**src/rtl/bandpass_sweep_pkg.sv**
```systemverilog
// Shared types and default widths for the bandpass characterisation sweep controller.
package bandpass_sweep_pkg;

  typedef enum logic [2:0] {
    ST_IDLE,
    ST_LOAD,
    ST_SETTLE,
    ST_ACQ,
    ST_REPORT
  } sweep_state_e;

  localparam int FW_DEFAULT   = 16;
  localparam int DW_DEFAULT   = 12;
  localparam int NLOG_DEFAULT = 4;
  localparam int SW_DEFAULT   = 16;

  // Sum of 2^nlog samples of dw bits always fits in dw+nlog bits.
  function automatic int acc_width(input int dw, input int nlog);
    return dw + nlog;
  endfunction

endpackage

```
**src/rtl/sweep_averager.sv**
```systemverilog
// Accumulates 2^NLOG detector samples per sweep point and presents their truncated mean.
module sweep_averager
  import bandpass_sweep_pkg::*;
#(
  parameter int DW   = DW_DEFAULT,
  parameter int NLOG = NLOG_DEFAULT
) (
  input  logic          clk,
  input  logic          rst,
  input  logic          clear_i,
  input  logic          accept_i,
  input  logic [DW-1:0] sample_i,
  output logic          last_sample_o,
  output logic [DW-1:0] avg_o
);

  localparam int AW = acc_width(DW, NLOG);

  logic [AW-1:0]   acc_q, acc_d;
  logic [NLOG-1:0] cnt_q, cnt_d;

  always_comb begin
    acc_d = acc_q;
    cnt_d = cnt_q;
    if (clear_i) begin
      acc_d = '0;
      cnt_d = '0;
    end else if (accept_i) begin
      acc_d = acc_q + AW'(sample_i);
      cnt_d = cnt_q + NLOG'(1);
    end
  end

  always_ff @(posedge clk or posedge rst) begin
    if (rst) begin
      acc_q <= '0;
      cnt_q <= '0;
    end else begin
      acc_q <= acc_d;
      cnt_q <= cnt_d;
    end
  end

  // The sample counter wraps to zero on the final accept, so all-ones marks the last one.
  assign last_sample_o = accept_i && !clear_i && (cnt_q == '1);
  assign avg_o         = acc_q[AW-1:NLOG];

endmodule

```
**src/rtl/bandpass_sweep_ctrl.sv**
```systemverilog
// Frequency sweep sequencer: steps the DDS word, waits for settling, averages the detector
// and hands each (frequency, magnitude) pair to the host.
module bandpass_sweep_ctrl
  import bandpass_sweep_pkg::*;
#(
  parameter int FW   = FW_DEFAULT,
  parameter int DW   = DW_DEFAULT,
  parameter int NLOG = NLOG_DEFAULT,
  parameter int SW   = SW_DEFAULT
) (
  input  logic          clk,
  input  logic          rst,
  input  logic          start_i,
  input  logic          abort_i,
  input  logic [FW-1:0] f_start_i,
  input  logic [FW-1:0] f_stop_i,
  input  logic [FW-1:0] f_step_i,
  input  logic [SW-1:0] settle_cycles_i,
  output logic [FW-1:0] freq_word_o,
  output logic          freq_load_o,
  input  logic          smp_valid_i,
  input  logic [DW-1:0] smp_data_i,
  output logic          smp_ready_o,
  output logic          res_valid_o,
  input  logic          res_ready_i,
  output logic [FW-1:0] res_freq_o,
  output logic [DW-1:0] res_mag_o,
  output logic          busy_o,
  output logic          done_o
);

  sweep_state_e  state_q, state_d;
  logic [FW-1:0] cur_q, cur_d;
  logic [FW-1:0] stop_q, stop_d;
  logic [FW-1:0] step_q, step_d;
  logic [SW-1:0] settle_q, settle_d;
  logic [SW-1:0] cnt_q, cnt_d;
  logic          done_q, done_d;

  logic          accept;
  logic          avg_clear;
  logic          last_sample;
  logic [DW-1:0] avg;
  logic [FW:0]   next_sum;
  logic          last_point;

  assign accept     = smp_valid_i && (state_q == ST_ACQ);
  assign avg_clear  = (state_q == ST_IDLE) || (state_q == ST_LOAD);
  assign next_sum   = {1'b0, cur_q} + {1'b0, step_q};
  assign last_point = (step_q == '0) || next_sum[FW] || (next_sum[FW-1:0] > stop_q);

  sweep_averager #(
    .DW   (DW),
    .NLOG (NLOG)
  ) u_avg (
    .clk           (clk),
    .rst           (rst),
    .clear_i       (avg_clear),
    .accept_i      (accept),
    .sample_i      (smp_data_i),
    .last_sample_o (last_sample),
    .avg_o         (avg)
  );

  // Abort only matters once a sweep is running, so start always wins in IDLE.
  always_comb begin
    state_d  = state_q;
    cur_d    = cur_q;
    stop_d   = stop_q;
    step_d   = step_q;
    settle_d = settle_q;
    cnt_d    = cnt_q;
    done_d   = 1'b0;
    if (state_q != ST_IDLE && abort_i) begin
      state_d = ST_IDLE;
    end else begin
      unique case (state_q)
        ST_IDLE: begin
          if (start_i) begin
            cur_d    = f_start_i;
            stop_d   = f_stop_i;
            step_d   = f_step_i;
            settle_d = settle_cycles_i;
            state_d  = ST_LOAD;
          end
        end
        ST_LOAD: begin
          cnt_d   = settle_q;
          state_d = ST_SETTLE;
        end
        ST_SETTLE: begin
          if (cnt_q == '0) state_d = ST_ACQ;
          else cnt_d = cnt_q - SW'(1);
        end
        ST_ACQ: begin
          if (last_sample) state_d = ST_REPORT;
        end
        ST_REPORT: begin
          if (res_ready_i) begin
            if (last_point) begin
              done_d  = 1'b1;
              state_d = ST_IDLE;
            end else begin
              cur_d   = next_sum[FW-1:0];
              state_d = ST_LOAD;
            end
          end
        end
        default: state_d = ST_IDLE;
      endcase
    end
  end

  always_ff @(posedge clk or posedge rst) begin
    if (rst) begin
      state_q  <= ST_IDLE;
      cur_q    <= '0;
      stop_q   <= '0;
      step_q   <= '0;
      settle_q <= '0;
      cnt_q    <= '0;
      done_q   <= 1'b0;
    end else begin
      state_q  <= state_d;
      cur_q    <= cur_d;
      stop_q   <= stop_d;
      step_q   <= step_d;
      settle_q <= settle_d;
      cnt_q    <= cnt_d;
      done_q   <= done_d;
    end
  end

  // The current point register doubles as the DDS word, so it holds across abort.
  assign freq_word_o = cur_q;
  assign freq_load_o = (state_q == ST_LOAD);
  assign smp_ready_o = (state_q == ST_ACQ);
  assign res_valid_o = (state_q == ST_REPORT);
  assign res_freq_o  = (state_q == ST_REPORT) ? cur_q : '0;
  assign res_mag_o   = (state_q == ST_REPORT) ? avg : '0;
  assign busy_o      = (state_q != ST_IDLE);
  assign done_o      = done_q;

endmodule

```
**config.mk**
```make
export PLATFORM = sky130hd
export DESIGN_NAME = bandpass_sweep_ctrl
export DESIGN_NICKNAME = d
export VERILOG_FILES = /design/src/rtl/bandpass_sweep_pkg.sv /design/src/rtl/sweep_averager.sv /design/src/rtl/bandpass_sweep_ctrl.sv
export SDC_FILE = /design/constraint.sdc
export NUM_CORES = 1
export LEC_CHECK = 0
export ABC_AREA = 1
export CAP_MARGIN = 20
export CORE_ASPECT_RATIO = 1.1
export CORE_MARGIN = 3
export CORE_UTILIZATION = 45
export DETAILED_ROUTE_END_ITERATION = 7
export PLACE_DENSITY = 0.7
export RECOVER_POWER = 25
export SYNTH_ARGS = -nofsm -noshare
export SYNTH_HDL_FRONTEND = slang
export SYNTH_HIERARCHICAL = 1
export SYNTH_SLANG_ARGS = --single-unit
```
**constraint.sdc**
```tcl
create_clock -name clk -period 4.2 [get_ports clk]
set_input_delay 0.63 -clock clk [delete_from_list [all_inputs] [get_ports clk]]
set_output_delay 0.63 -clock clk [all_outputs]
set_load 0.05 [all_outputs]
```
==> metrics.cfg <==
[run_status]
status=finished, violations left
violations=max-capacitance violations, max-slew violations

[logic_synthesis]
synthFlopType=dfrtp_1
yosysMostFrequentCell=nand2_1
yosysSeqAreaShare_pct=35.1
synth-edff-count=0
synth_top_area_share_pct=35.1
synthesis.nets=1174
yosysTopAreaCell=dfrtp_1
yosysWarnings=6
synthTopCellsByArea=dfrtp_1 35%, nand2_1 16%, ha_1 7.8%, inv_1 7.7%, nor2_1 5.5%
synthArstFlopShare_pct=100
ys_types=42
ys_ff_latch=104
syn_inst=1044
synth_common_cells=313 x nand2_1, 153 x inv_1, 108 x nor2_1
synth_area_per_cell_um2=7.10
syn_area_mm2=0.00741

[global_route]
grt_usage_pct=20.9
grt_pass1_vias=6439
antenna_found_initial=0
grt_max_degree=52
grt_busiest_layer=met2
use_met1_pct=28.6
use_met2_pct=34.1
grt_overflow=0
grt_pass1_wl_um=30700
met3_usage_pct=3.60

[timing]
period_needed_ns=3.31
tns_ns=0
fmax_ghz=0.302
hold_viol=0
fin_crit_sh_pct=78.8
fin_ws_ns=0.890
slew_viol_final=52
finalClockSkew_ns=0.00927
whs_ns=0.510
rsz0062_at_grt=no
slew_headroom_pct=-58.6
finalSetupViolations=0
worstMarginPinSlew_ns=2.37

[clock_network]
cts-root-buf=clkbuf_16
cts_setup_buffers=0
clk_latency_ns=0.36
holdBufCountCts=0
ctsResizeCount=0
tritoncts=yes
numClockSinks=104
cts_inserted_buffers=9
cts_buffer_depth=2
htreeDepth=3
cts.clk_slew.worst_paths_ns=0.08

[finish]
diodes=0
design_area_mm2=0.00908
fin_cells=1361
drive_gt1_share_pct=8.70
syn_to_final_growth_pct=22.4
layout.nets=1286
final_util_pct=57.0

[floorplanning]
num_io_pins=131
core_area_mm2=0.0159
initial_utilization_pct=46.6
die_y_um=141
rows=48
die-width_um=128
dieArea_mm2=0.0181

[placed_design]
place_area_mm2=0.00878
routabilityCongestion=0.884
io_buffers=130
placed_cells=1345
pre_cts_ws_ns=0.898
place.detailed.hpwl_um=13900

[route]
drt-initial-drc-count=395
drc=0
route.detailed.wl_per_inst_um=13.3
via_per_inst=4.89
final_antenna_net_count=0
wl_um=18100
first_pass_iters=4
via_count=6658

[power]
leakage_nw=4.61
vdd_drop_max_uv=382
p_total_mw=6.86
power_density_mw_per_mm2=756

[min_path]
hold_class=flip-flop to flip-flop

[setup_path]
worstSetupEndpointType=flip-flop
cp-start-kind=flip-flop
crit_required_ns=4.45
crit_path_max_fanout=18
worstSetupPathType=flip-flop to flip-flop
arrival_ns=3.56

[job]
cap_violations=1

[cell usage in the layout, fill, tap and decap left out, types with 2 or more instances in the layout]
| master | Yosys | layout |
|---|---|---|
| nor2_1 | 108 | 108 |
| mux2_2 | 32 | 32 |
| nand4_1 | 7 | 7 |
| nor2_2 | 5 | 5 |
| nand2_4 | 2 | 2 |
| clkinvlp_4 | 0 | 2 |
| nand2_1 | 313 | 313 |
| nand2_2 | 14 | 14 |
| inv_1 | 153 | 152 |
| clkbuf_16 | 0 | 9 |
| inv_2 | 9 | 9 |
| nand3_1 | 64 | 64 |
| fa_1 | 2 | 2 |
| dfrtp_1 | 104 | 104 |
| clkdlybuf4s50_1 | 0 | 129 |
| xor2_1 | 8 | 8 |
| buf_4 | 17 | 7 |
| nor3_1 | 9 | 9 |
| and2_1 | 10 | 10 |
| nand3_2 | 2 | 2 |
| nor2_4 | 3 | 3 |
| nand3b_1 | 3 | 3 |
| o21ai_1 | 9 | 9 |
| o21ai_0 | 35 | 35 |
| ha_1 | 46 | 46 |
| nor3_2 | 4 | 4 |
| a21oi_1 | 48 | 48 |
| a21oi_2 | 4 | 4 |
[worst max-delay path: stages (launching register included)]
cell and delay (ns):
dfrtp_1 0.39, ha_1 0.18, inv_1 0.06, fa_1 0.40, inv_1 0.09, nand3_1 0.08, nand2_2 0.09, nand2_1 0.05
nand2_1 0.11, nand2_1 0.08, nand2_1 0.06, nand2_1 0.06, and2_1 0.15, ha_1 0.26, nand2_1 0.06, nor3_1 0.22
nand3_1 0.10, nand2_1 0.11, nand2_2 0.07, nand2_4 0.20, nand2_4 0.20, nand2_1 0.12, nand2_1 0.07
[kinds of logic (layout without fill, tap and decap cells)]
logic type	count (synthesis)	after routing	synth area share, %
AO/OA/AOI/OAI	104	104	7.58
flip-flops	104	104	35.1
XOR/XNOR	9	9	1.06
adder cells (fa/ha/maj)	48	48	8.30
multiplexers	32	32	4.86
buffers and inverters	199	316	11.5
AND/OR/NAND/NOR	548	548	31.6
[state kept, by name, summed over array words and instances, names as in the netlist]
register     count
settle_q        16
freq_word_o     16
u_avg/cnt_q      4
u_avg/acc_q     16
cnt_q           16
step_q          16
done_o           1
stop_q          16
state_q          3
[layer usage]
layer,share of wire [%],wire length (um),vias to the layer above
met5,0,0,-
met4,1.6,286,0
met3,4.1,745,18
met2,47,8470,135
met1,48,8650,3030
li1,-,-,3475
[path summary, 6_finish.rpt]
kind / end / slack (ns) / cells after the start / start
worst max-delay path: freq_word_o[2] / 0.89 / 22 / freq_word_o[0]
worst min-delay path: settle_q[7] / 0.51 / 1 / settle_q[7]
worst max register to register: freq_word_o[2] / 0.89 / 22 / freq_word_o[0]
worst min register to register: settle_q[7] / 0.51 / 1 / settle_q[7]
max in group asynchronous: freq_word_o[8] / 1.72 / 3 / rst
min in group asynchronous: u_avg/acc_q[15] / 0.92 / 2 / rst
[power breakdown]
group	internal [mW]	switching, mW
Sequential	1.41	0.294
Clock	0.465	0.390
Combinational	1.56	2.74
[layout make-up]
type	instances	area, um^2
clock buffer	10	229
clock inverter	6	67.6
fill	1526	6840
inverter	163	613
multi-input combinational	741	3960
sequential	104	2600
tap	200	250
timing repair buffer	137	1350
(Power assumes the default switching activity.)
